### src/rtl/hazard_pkg.sv
// Shared types and constants for the pipeline hazard/stall controller.
package hazard_pkg;

    typedef enum logic {
        RUN      = 1'b0,
        MEM_WAIT = 1'b1
    } state_t;

    localparam logic [4:0] REG_ZERO        = 5'd0;
    localparam int         DEF_MEM_TIMEOUT = 255;

endpackage

### src/rtl/load_use_detect.sv
// Combinational load-use comparator: flags an ID source that depends on a load in EX.
module load_use_detect
    import hazard_pkg::*;
(
    input  logic [4:0] id_rs_addr,
    input  logic [4:0] id_rt_addr,
    input  logic       id_uses_rs,
    input  logic       id_uses_rt,
    input  logic       ex_MemRead,
    input  logic [4:0] ex_write_addr,
    output logic       lu_hazard
);

    logic [1:0][4:0] src_addr;
    logic [1:0]      src_use;
    logic [1:0]      src_match;

    assign src_addr = {id_rt_addr, id_rs_addr};
    assign src_use  = {id_uses_rt, id_uses_rs};

    generate
        for (genvar gi = 0; gi < 2; gi++) begin : g_src
            assign src_match[gi] = src_use[gi] && (src_addr[gi] == ex_write_addr);
        end
    endgenerate

    // $zero is never really written, so a load targeting it cannot create a dependency.
    assign lu_hazard = ex_MemRead && (ex_write_addr != REG_ZERO) && (|src_match);

endmodule

### src/rtl/hazard_stall_ctrl.sv
// Pipeline sequencing controller: memory-wait freeze, EX branch flush, load-use bubble.
// Define HAZARD_PERF_CNT_EN to build the stall/flush performance counters.
module hazard_stall_ctrl
    import hazard_pkg::*;
#(
    parameter int MEM_TIMEOUT = DEF_MEM_TIMEOUT,
    parameter int TO_W        = 8,
    parameter int CNT_W       = 32
) (
    input  logic             clk,
    input  logic             reset,
    input  logic [4:0]       id_rs_addr,
    input  logic [4:0]       id_rt_addr,
    input  logic             id_uses_rs,
    input  logic             id_uses_rt,
    input  logic             ex_MemRead,
    input  logic [4:0]       ex_write_addr,
    input  logic             ex_branch_taken,
    input  logic             mem_req,
    input  logic             mem_ready,
    output logic             pc_wr,
    output logic             ifid_wr,
    output logic             ifid_flush,
    output logic             idex_wr_en,
    output logic             idex_flush,
    output logic             exmem_wr,
    output logic             memwb_flush,
    output logic             mem_err,
    output logic [CNT_W-1:0] stall_cnt,
    output logic [CNT_W-1:0] flush_cnt
);

    state_t            state_reg, state_next;
    logic [TO_W-1:0]   wait_cnt_reg, wait_cnt_next;
    logic              mem_err_reg, mem_err_next;
    logic              lu_hazard;
    logic              run_eval;

    load_use_detect u_load_use_detect (
        .id_rs_addr    (id_rs_addr),
        .id_rt_addr    (id_rt_addr),
        .id_uses_rs    (id_uses_rs),
        .id_uses_rt    (id_uses_rt),
        .ex_MemRead    (ex_MemRead),
        .ex_write_addr (ex_write_addr),
        .lu_hazard     (lu_hazard)
    );

    always_ff @(posedge clk) begin
        if (!reset) begin
            state_reg    <= RUN;
            wait_cnt_reg <= '0;
            mem_err_reg  <= 1'b0;
        end else begin
            state_reg    <= state_next;
            wait_cnt_reg <= wait_cnt_next;
            mem_err_reg  <= mem_err_next;
        end
    end

    always_comb begin
        state_next    = state_reg;
        wait_cnt_next = wait_cnt_reg;
        mem_err_next  = mem_err_reg;
        run_eval      = 1'b0;
        pc_wr         = 1'b0;
        ifid_wr       = 1'b0;
        ifid_flush    = 1'b0;
        idex_wr_en    = 1'b0;
        idex_flush    = 1'b0;
        exmem_wr      = 1'b0;
        memwb_flush   = 1'b0;

        if (reset) begin
            case (state_reg)
                RUN: begin
                    if (mem_req && !mem_ready) begin
                        memwb_flush   = 1'b1;
                        state_next    = MEM_WAIT;
                        wait_cnt_next = TO_W'(1);
                    end else begin
                        run_eval = 1'b1;
                    end
                end
                MEM_WAIT: begin
                    if (mem_ready) begin
                        run_eval      = 1'b1;
                        state_next    = RUN;
                        wait_cnt_next = '0;
                    end else if (wait_cnt_reg == TO_W'(MEM_TIMEOUT)) begin
                        // Abort: let the pipeline move on and drop the stuck access.
                        pc_wr         = 1'b1;
                        ifid_wr       = 1'b1;
                        idex_wr_en    = 1'b1;
                        exmem_wr      = 1'b1;
                        memwb_flush   = 1'b1;
                        mem_err_next  = 1'b1;
                        state_next    = RUN;
                        wait_cnt_next = '0;
                    end else begin
                        memwb_flush   = 1'b1;
                        wait_cnt_next = wait_cnt_reg + TO_W'(1);
                    end
                end
                default: state_next = RUN;
            endcase

            // Branch outranks load-use: the flush removes the dependent instruction anyway.
            if (run_eval) begin
                pc_wr      = 1'b1;
                ifid_wr    = 1'b1;
                idex_wr_en = 1'b1;
                exmem_wr   = 1'b1;
                if (ex_branch_taken) begin
                    ifid_flush = 1'b1;
                    idex_flush = 1'b1;
                end else if (lu_hazard) begin
                    pc_wr      = 1'b0;
                    ifid_wr    = 1'b0;
                    idex_flush = 1'b1;
                end
            end
        end
    end

    assign mem_err = mem_err_reg;

`ifdef HAZARD_PERF_CNT_EN
    logic [CNT_W-1:0] stall_cnt_reg, flush_cnt_reg;

    always_ff @(posedge clk) begin
        if (!reset) begin
            stall_cnt_reg <= '0;
            flush_cnt_reg <= '0;
        end else begin
            if (!pc_wr)
                stall_cnt_reg <= stall_cnt_reg + CNT_W'(1);
            if (ifid_flush || idex_flush)
                flush_cnt_reg <= flush_cnt_reg + CNT_W'(1);
        end
    end

    assign stall_cnt = stall_cnt_reg;
    assign flush_cnt = flush_cnt_reg;
`else
    assign stall_cnt = '0;
    assign flush_cnt = '0;
`endif

endmodule

### config.mk
export PLATFORM = sky130hd
export DESIGN_NAME = hazard_stall_ctrl
export DESIGN_NICKNAME = d
export VERILOG_FILES = /design/src/rtl/hazard_pkg.sv /design/src/rtl/load_use_detect.sv /design/src/rtl/hazard_stall_ctrl.sv
export SDC_FILE = /design/constraint.sdc
export NUM_CORES = 1
export LEC_CHECK = 0
export ABC_AREA = 1
export BUFFER_PORTS_ARGS = -buffer_cell sky130_fd_sc_hd__buf_2
export CAP_MARGIN = 25
export CELL_PAD_IN_SITES_DETAIL_PLACEMENT = 1
export CELL_PAD_IN_SITES_GLOBAL_PLACEMENT = 1
export CORE_ASPECT_RATIO = 0.7
export CORE_MARGIN = 4
export CORE_UTILIZATION = 28
export CTS_CLUSTER_DIAMETER = 200
export DETAILED_ROUTE_END_ITERATION = 6
export GPL_TIMING_DRIVEN = 0
export PLACE_DENSITY_LB_ADDON = 0.1
export REMOVE_ABC_BUFFERS = 1
export SYNTH_ARGS = -nofsm -noshare
export SYNTH_HDL_FRONTEND = slang
export SYNTH_SLANG_ARGS = --single-unit
### constraint.sdc
create_clock -name clk -period 2.75 [get_ports clk]
set_input_delay 0.1375 -clock clk [delete_from_list [all_inputs] [get_ports clk]]
set_output_delay 0.1375 -clock clk [all_outputs]
set_load 0.1 [all_outputs]
=== Word-level counts from Yosys, hierarchy flattened ===
Index checks and enable logic that the tools add are counted.

* Flip-flop bits (word level): 10
* Input port bits: 23
* Output and inout bits: 72
* Logic and storage cells: 50

* Bitwise operators: 2
* Equal/unequal tests: 4
* $add $sub $neg: 1
* Multiplexer cells: 31
* Reductions and logical operators: 9

{| class="wikitable"
|+ Operators with widths
! operator !! count
|-
| 1-bit two-way mux || 24
|-
| 8-bit two-way mux || 3
|-
| 8-bit one-hot mux with 2 select lines || 1
|-
| 5-bit == test || 2
|-
| 8-bit by 1-bit adder with 8-bit output, second input constant || 1
|-
| 8-bit == test, second input constant || 1
|-
| 1-bit one-hot mux with 2 select lines || 3
|-
| 1-bit logical AND || 5
|-
| 5-bit nonzero test || 1
|-
| 3-bit AND reduction || 1
|-
| 2-bit inequality test, second input constant || 1
|-
| 1-bit inverter || 2
|-
| 2-bit OR reduction || 1
|-
| 1-bit zero test || 1
|}

=== Depth between registers and ports, before layout ===
Gate-level depths: netlist of run 1.

* Depth in word-level cells: 8
* Gate-level depth with buffers: 10

=== Modules after synthesis ===
Synthesis of run 1 repeated with hierarchy kept, for this count alone.

* Cells, all modules: 209
* Area total of the unflattened synthesis: 1341.3 um^2

{| class="wikitable"
|+ Modules (own cells, without submodules)
! module !! cells an instance !! instances !! seq. area each (um^2) !! area each (um^2)
|-
| hazard_stall_ctrl || 154 || 1 || 200.2 || 1124.8
|-
| load_use_detect || 55 || 1 || 0.0 || 216.5
|}

=== Worst setup path before layout of run 1 ===
OpenSTA, ideal clock, no wires.

* Path type: flip-flop to output port
* Start point: register wait_cnt_reg[0]
* End point: output port pc_wr
* Arrival: 2.607 ns
* Setup slack: 0.005 ns
* Stages on the path, launching flop included: 11
* Cell sequence: dfxtp_1 > ha_1 > nand3_2 > nor2_4 > nand2_2 > nand2_4 > o21ai_2 > nor2_4 > nand2_1 > inv_1 > buf_4

* Longest elaborated chain between the ends: 6

{| class="wikitable"
|+ RTL lines
! what !! line !! RTL
|-
| start: declaration || hazard_stall_ctrl.sv:34 || <nowiki>logic [TO_W-1:0] wait_cnt_reg, wait_cnt_next;</nowiki>
|-
| start signal: assignment || hazard_stall_ctrl.sv:56 || <nowiki>wait_cnt_reg <= wait_cnt_next;</nowiki>
|-
| 8-bit == test || hazard_stall_ctrl.sv:90 || <nowiki>end else if (wait_cnt_reg == TO_W'(MEM_TIMEOUT)) begin</nowiki>
|-
| 1-bit two-way mux (5 in a row) || -- ||
|-
| end: declaration || hazard_stall_ctrl.sv:21 || <nowiki>output logic pc_wr,</nowiki>
|}

Every way passes these cells.

=== Final worst setup path of run 1 ===
* Start point: register wait_cnt_reg[0]
* End point: output port ifid_wr

* Longest elaborated chain between the ends: 6

{| class="wikitable"
|+ RTL lines
! what !! line !! RTL
|-
| 8-bit == test || hazard_stall_ctrl.sv:90 ||
|-
| 1-bit two-way mux || hazard_stall_ctrl.sv:90 ||
|-
| 1-bit two-way mux || hazard_stall_ctrl.sv:86 || <nowiki>if (mem_ready) begin</nowiki>
|-
| 1-bit two-way mux || hazard_stall_ctrl.sv:75 || <nowiki>case (state_reg)</nowiki>
|-
| 1-bit two-way mux || hazard_stall_ctrl.sv:109 || <nowiki>if (run_eval) begin</nowiki>
|-
| 1-bit two-way mux || hazard_stall_ctrl.sv:74 || <nowiki>if (reset) begin</nowiki>
|-
| end: declaration || hazard_stall_ctrl.sv:22 || <nowiki>output logic ifid_wr,</nowiki>
|}

Every way passes these cells.

==> out/qor.yml, run 1 <==
status: "completed"
final-hold-violation-count: 0
num_vias: 1037
core-area_um2: 4429
synth_area_um2: 1316
seqPwrFrac_pct: 18.4
ys_seq_area_share_pct: 15.21
worst_hold_path.endpoint: "mem_err$_SDFFE_PN0P_"
cts_hold_buffers: 0
crit_required_ns: 2.61
firstDrtPassIters: 4
postRouteAntennaNets: 0
drc: 0
nFillCells: 610
dp_hpwl_um: 2431
setup_viol: 0
cp-start-kind: "flop"
utilization_pct: 29.75
synthCells: 203
cts_root_buf: "clkbuf_8"
synthFlopType: "dfxtp_1"
drt_iter0_markers: 12
yosys_warnings: 0
die-area_um2: 5880
areaGrowthSynthToFinish_pct: 0.09481
rsz0062_at_grt: "no"
switching_share_pct: 65.87
p_total_mw: 0.8161
worstPathMaxFanout: 4
stdcell_count: 288
gp_congestion: 0.7183
finalClockSkew_ns: 0.001229
place_inst: 285
largest_reg_flops: 8
synth_edf_count: 0
synth.distinct_cells: 24
min_path_type: "input pin to flop"
multi_input_area_um2: 752.0
hp-start: "reset"
slew_violations: 0
powerDensity_nw_per_um2: 619.4
ios: 95
hold_ws_ns: 0.2127
final-seq-area_um2: 200.2
cts-resized-gates: 0
port_buffers: 30
gr-total-overflow: 0
crit-reg2reg-launch: "wait_cnt_reg[0]$_SDFFE_PN0P_"
rows: 20
switchingPower_mw: 0.5376
grt_usage_pct: 9.240
die_y_um: 65.37
cts.htree.levels: 1
die_w_um: 89.95
grt_pass1_vias: 1051
fin_crit_sh_pct: 75.45
rr_worst_depth: 10
cts_inserted_buffers: 3
wire_per_inst_um: 9.278
pwr-share-clk_pct: 18.1
max_freq_mhz: 482.0
layout-drive-gt1-share_pct: 22.75
grt_max_degree: 7
avgViaCountPerCell: 3.601
netlist_top_cells_area: "buf_4 (38%), dfxtp_1 (15%), nand2_1 (12%), inv_1 (6.8%), nor2_1 (6.0%)"
netlist.area_leader.share_pct: 37.64
cts_tree: "built"
yosys.area.top_type: "buf_4"
rr_endpoint: "wait_cnt_reg[7]$_SDFFE_PN0P_"
reg2reg_slack_ns: 1.35
finalCriticalPeriod_ns: 2.075
synthArstFlopShare_pct: 0
fin_nets: 259
clock_sinks: 10
yosys_register_bits: 10
irDropWorstVdd_mv: 0.2085
combPwrFrac_pct: 63.5
leakage_nw: 0.7784
worstPathArrival_ns: 1.94
grt_first_pass_wirelength_um: 4485
antenna_cells: 0
setup.worst_path.end_class: "output pin"
post_cts_buffers: 0
min_path_cells: 2
critPathKind: "flop to output pin"
routed_wl_um: 2672
worstSkewPairLatency_ns: 0.23
internal-power_mw: 0.2785
drv_cap: 0
finalWorstSetupSlack_ns: 0.6752
synth_area_per_cell_um2: 6.484
dp_slack_ns: 0.9131
clk_path_buf_depth: 2
grt_antenna_before_repair: 0
clkSlewWorstSetupHoldPaths_ns: 0.05
start_util_pct: 29.72
worst max-delay path by stage:
stage | end | from | slack [ns]
6_report | ifid_wr | wait_cnt_reg[0]$_SDFFE_PN0P_ | 0.68
3_5_place_dp | ifid_wr | wait_cnt_reg[0]$_SDFFE_PN0P_ | 0.91
4_1_cts | ifid_wr | wait_cnt_reg[0]$_SDFFE_PN0P_ | 0.64
5_1_grt | pc_wr | wait_cnt_reg[0]$_SDFFE_PN0P_ | 0.52
3_3_place_gp | ifid_wr | wait_cnt_reg[0]$_SDFFE_PN0P_ | 0.90
2_1_floorplan | ifid_wr | wait_cnt_reg[0]$_SDFFE_PN0P_ | -0.54
critical path, cell delays in order (launching register included):
cell and delay (ns):
dfxtp_1 0.37, ha_1 0.23, nand3_2 0.11, nor2_4 0.12, nand2_2 0.08, nand2_4 0.08, o21ai_2 0.07, nor2_4 0.10
nand2_1 0.06, inv_1 0.06, buf_2 0.42
per-stage QoR:
stage	TNS [ns]	area, um^2
after detailed placement	0	1276
after floorplan	-1.086	1057
final	0	1318
after global placement	0	1276
after CTS	0	1318
after global routing	0	1318
placed cells by master (no fill, tap or decap):
master	count
conb_1	64
nand2_1	41
buf_2	30
inv_1	24
nor2_1	21
dfxtp_1	10
nand3_1	6
inv_2	4
nor2_4	4
nand2_4	3
nand2_2	3
a21oi_1	3
clkbuf_8	3
nand3_2	2
nand4_1	2
o21ai_0	2
xor2_1	2
o21a_1	2
nor2_2	1
o21ai_2	1
a21o_2	1
nor3_2	1
and2_1	1
xnor2_1	1
ha_1	1
layout make-up:
class / count / area share (%)
timing repair buffer: 30 / 11.40
clock buffer: 3 / 3.134
multi-input combinational: 162 / 57.08
tap: 55 / 5.223
sequential: 10 / 15.19
inverter: 28 / 7.977
Yosys cell counts, types with 3 or more instances:
cell type  count
inv_1         24
a21oi_1        3
nand2_2        3
nor2_4         4
buf_4         66
inv_2          4
nand3_1        6
nand2_4        3
nor2_1        21
nand2_1       41
dfxtp_1       10
layer usage:
layer	vias to the layer above	share of wire, %	GRT usage [%]	wire length [um]
li1	535	-	-	-
met1	423	47	11.71	1269
met2	77	38	14.33	1012
met3	2	14	4.577	373
met4	0	0.60	1.718	16
met5	-	0	0	0
power groups by stage:
stage	Sequential, mW	Clock [mW]	Combinational (mW)
floorplan	0.152	0	0.477
global placement	0.153	0	0.517
detailed placement	0.153	0	0.517
CTS	0.150	0.154	0.517
global route	0.150	0.164	0.537
finish	0.150	0.148	0.518
logic make-up (layout without fill, tap and decap cells):
family | Yosys count | in the layout | synth area share, %
adder cells (fa/ha/maj) | 1 | 1 | 0.9504
flip-flops | 10 | 10 | 15.21
XOR/XNOR | 3 | 3 | 1.997
AO/OA/AOI/OAI | 9 | 9 | 4.372
other | 1 | 64 | 0.2849
buffers and inverters | 94 | 61 | 45.63
AND/OR/NAND/NOR | 85 | 85 | 31.56
No activity file was read; power rests on OpenSTA's default activity.
==> run 2: changes to the inputs <==
Settings changed: CORE_UTILIZATION 28 to 24.
Clock period 2.75 ns to 1.9 ns, I/O delays scaled along.
==> run 2 against run 1 <==
Largest cell class unchanged. Via count grew 0.87%. Final area is 5.6% higher. Sequential cell count did not move. Combinational power is 48% higher.
==> out/qor.yml, run 2 (synthesized netlist as in run 1, its figures left out) <==
status: "completed"
powerDensity_nw_per_um2: 869.1  # +40%
irDropWorstVdd_mv: 0.2394  # +15%
die_y_um: 69.96  # +7.0%
layout-drive-gt1-share_pct: 24.46  # +1.7 points
rr_worst_depth: 10  # unchanged
die_w_um: 96.52  # +7.3%
worstPathArrival_ns: 1.66  # -0.28 ns
stdcell_count: 305  # +5.9%
place_inst: 302  # +6.0%
min_path_type: "input pin to flop"
avgViaCountPerCell: 3.430  # -4.8%
min_path_cells: 2  # unchanged
crit-reg2reg-launch: "wait_cnt_reg[0]$_SDFFE_PN0P_"
setup_viol: 0  # unchanged
dp_slack_ns: 0.09399  # -0.8191 ns
post_cts_buffers: 0  # unchanged
cp-startpoint: "wait_cnt_reg[0]$_SDFFE_PN0P_"
switching_share_pct: 65.51  # -0.36 points
reg2reg_slack_ns: 0.62  # -0.73 ns
cp-start-kind: "flop"
slew_violations: 0  # unchanged
p_total_mw: 1.209  # +48%
wire_per_inst_um: 9.357  # +0.86%
seqPwrFrac_pct: 18.0  # -0.4 points
finalWorstSetupSlack_ns: 0.1442  # -0.5310 ns
cts_hold_buffers: 0  # unchanged
firstDrtPassIters: 4  # unchanged
grt_pass1_vias: 963  # -8.4%
drt_iter0_markers: 20  # +8
port_buffers: 30  # unchanged
clk_path_buf_depth: 2  # unchanged
start_util_pct: 24.91  # -4.8 points
cts-resized-gates: 2  # +2
cts_root_buf: "clkbuf_8"
setup.worst_path.end_class: "output pin"
die-area_um2: 6752  # +15%
finalClockSkew_ns: 0.005138  # +0.003909 ns
postRouteAntennaNets: 0  # unchanged
internal-power_mw: 0.4170  # +50%
clock_sinks: 10  # unchanged
grt_usage_pct: 8.059  # -1.2 points
core-area_um2: 5285  # +19%
worstPathMaxFanout: 4  # unchanged
switchingPower_mw: 0.7921  # +47%
largest_reg_flops: 8  # unchanged
final-hold-violation-count: 0  # unchanged
cts_tree: "built"
grt_first_pass_wirelength_um: 4381  # -2.3%
drc: 0  # unchanged
cts.htree.levels: 1  # unchanged
crit_required_ns: 1.80  # -0.81 ns
utilization_pct: 26.33  # -3.4 points
finalCriticalPeriod_ns: 1.756
rsz0062_at_grt: "no"
antenna_cells: 0  # unchanged
max_freq_mhz: 569.5
fin_nets: 259  # unchanged
num_vias: 1046  # +0.87%
fin_crit_sh_pct: 92.41
grt_max_degree: 7  # unchanged
combPwrFrac_pct: 63.4  # about the same
pwr-share-clk_pct: 18.6  # +0.5 points
ios: 95  # unchanged
dp_hpwl_um: 2549  # +4.8%
routed_wl_um: 2854  # +6.8%
most-common-layout-cells: "conb_1 (64), nand2_1 (41), buf_2 (26), inv_1 (23), nor2_1 (21)"
rr_endpoint: "wait_cnt_reg[7]$_SDFFE_PN0P_"
gp_congestion: 0.7127  # -0.78%
grt_antenna_before_repair: 0  # unchanged
clkSlewWorstSetupHoldPaths_ns: 0.05  # about the same
crit_end: "pc_wr"
drv_cap: 0  # unchanged
gr-total-overflow: 0  # unchanged
rows: 22  # +10%
critPathKind: "flop to output pin"
cts_inserted_buffers: 3  # unchanged
mostFrequentLayoutCell: "conb_1"
areaGrowthSynthToFinish_pct: 5.703
worstSkewPairLatency_ns: 0.24  # about the same
leakage_nw: 0.7857  # +0.94%
## run 2: cell count changes in the layout (fill, tap and decap cells not counted)
cell and delta:
ha_1 -1, buf_2 -4, dfxtp_2 +1, dfxtp_4 +1, clkbuf_4 +2, buf_12 +2
ha_4 +1, inv_2 +1, inv_1 -1, dfxtp_1 -2
## run 2: worst min-delay path by stage
stage          startpoint                            to  slack, ns
2_1_floorplan       reset  wait_cnt_reg[0]$_SDFFE_PN0P_       0.21
6_report            reset  wait_cnt_reg[0]$_SDFFE_PN0P_       0.15
5_1_grt             reset  wait_cnt_reg[0]$_SDFFE_PN0P_       0.15
3_5_place_dp        reset  wait_cnt_reg[0]$_SDFFE_PN0P_       0.41
4_1_cts             reset  wait_cnt_reg[0]$_SDFFE_PN0P_       0.15
3_3_place_gp        reset          mem_err$_SDFFE_PN0P_       0.41
## run 2: layout make-up
cell class / instances / area, um^2
Clock buffer: 3 / 41.29
Fill cell: 716 / 3894
Inverter: 28 / 105.1
Multi-Input combinational cell: 162 / 764.5
Sequential cell: 10 / 205.2
Tap cell: 72 / 90.09
Timing Repair Buffer: 30 / 185.2
## run 2: power groups by stage
stage                     logic, mW  registers, mW  clock network (mW)
after floorplan               0.691          0.220                   0
after global placement        0.748          0.221                   0
after detailed placement      0.749          0.221                   0
after CTS                     0.751          0.217               0.237
after global routing          0.796          0.218               0.250
final                         0.767          0.218               0.224
## run 2: worst max-delay path, cell delays in order, from the launching register on
cell and delay (ns):
dfxtp_4 0.37, ha_4 0.14, nand3_2 0.09, nor2_4 0.12
nand2_2 0.09, nand2_4 0.08, o21ai_2 0.07, nor2_4 0.10
nand2_1 0.07, inv_2 0.10, buf_12 0.18
## run 2: through the flow
step,TNS [ns],cell area (um^2),hold slack [ns]
final,0,1391,0.1517
after global routing,0,1391,0.1537
after CTS,-0.2416,1344,0.1549
after detailed placement,0,1297,0.4103
after global placement,0,1297,0.4117
after floorplan,-3.491,1057,0.2125
## run 2: layer usage
| metal | up-vias | GRT usage, % | wire [um] | share of wire [%] |
|---|---|---|---|---|
| li1 | 537 | - | - | - |
| met1 | 428 | 11.78 | 1367 | 48 |
| met2 | 79 | 12.16 | 1102 | 39 |
| met3 | 2 | 1.722 | 376 | 13 |
| met4 | 0 | 1.400 | 8 | 0.28 |
| met5 | - | 0 | 0 | 0 |
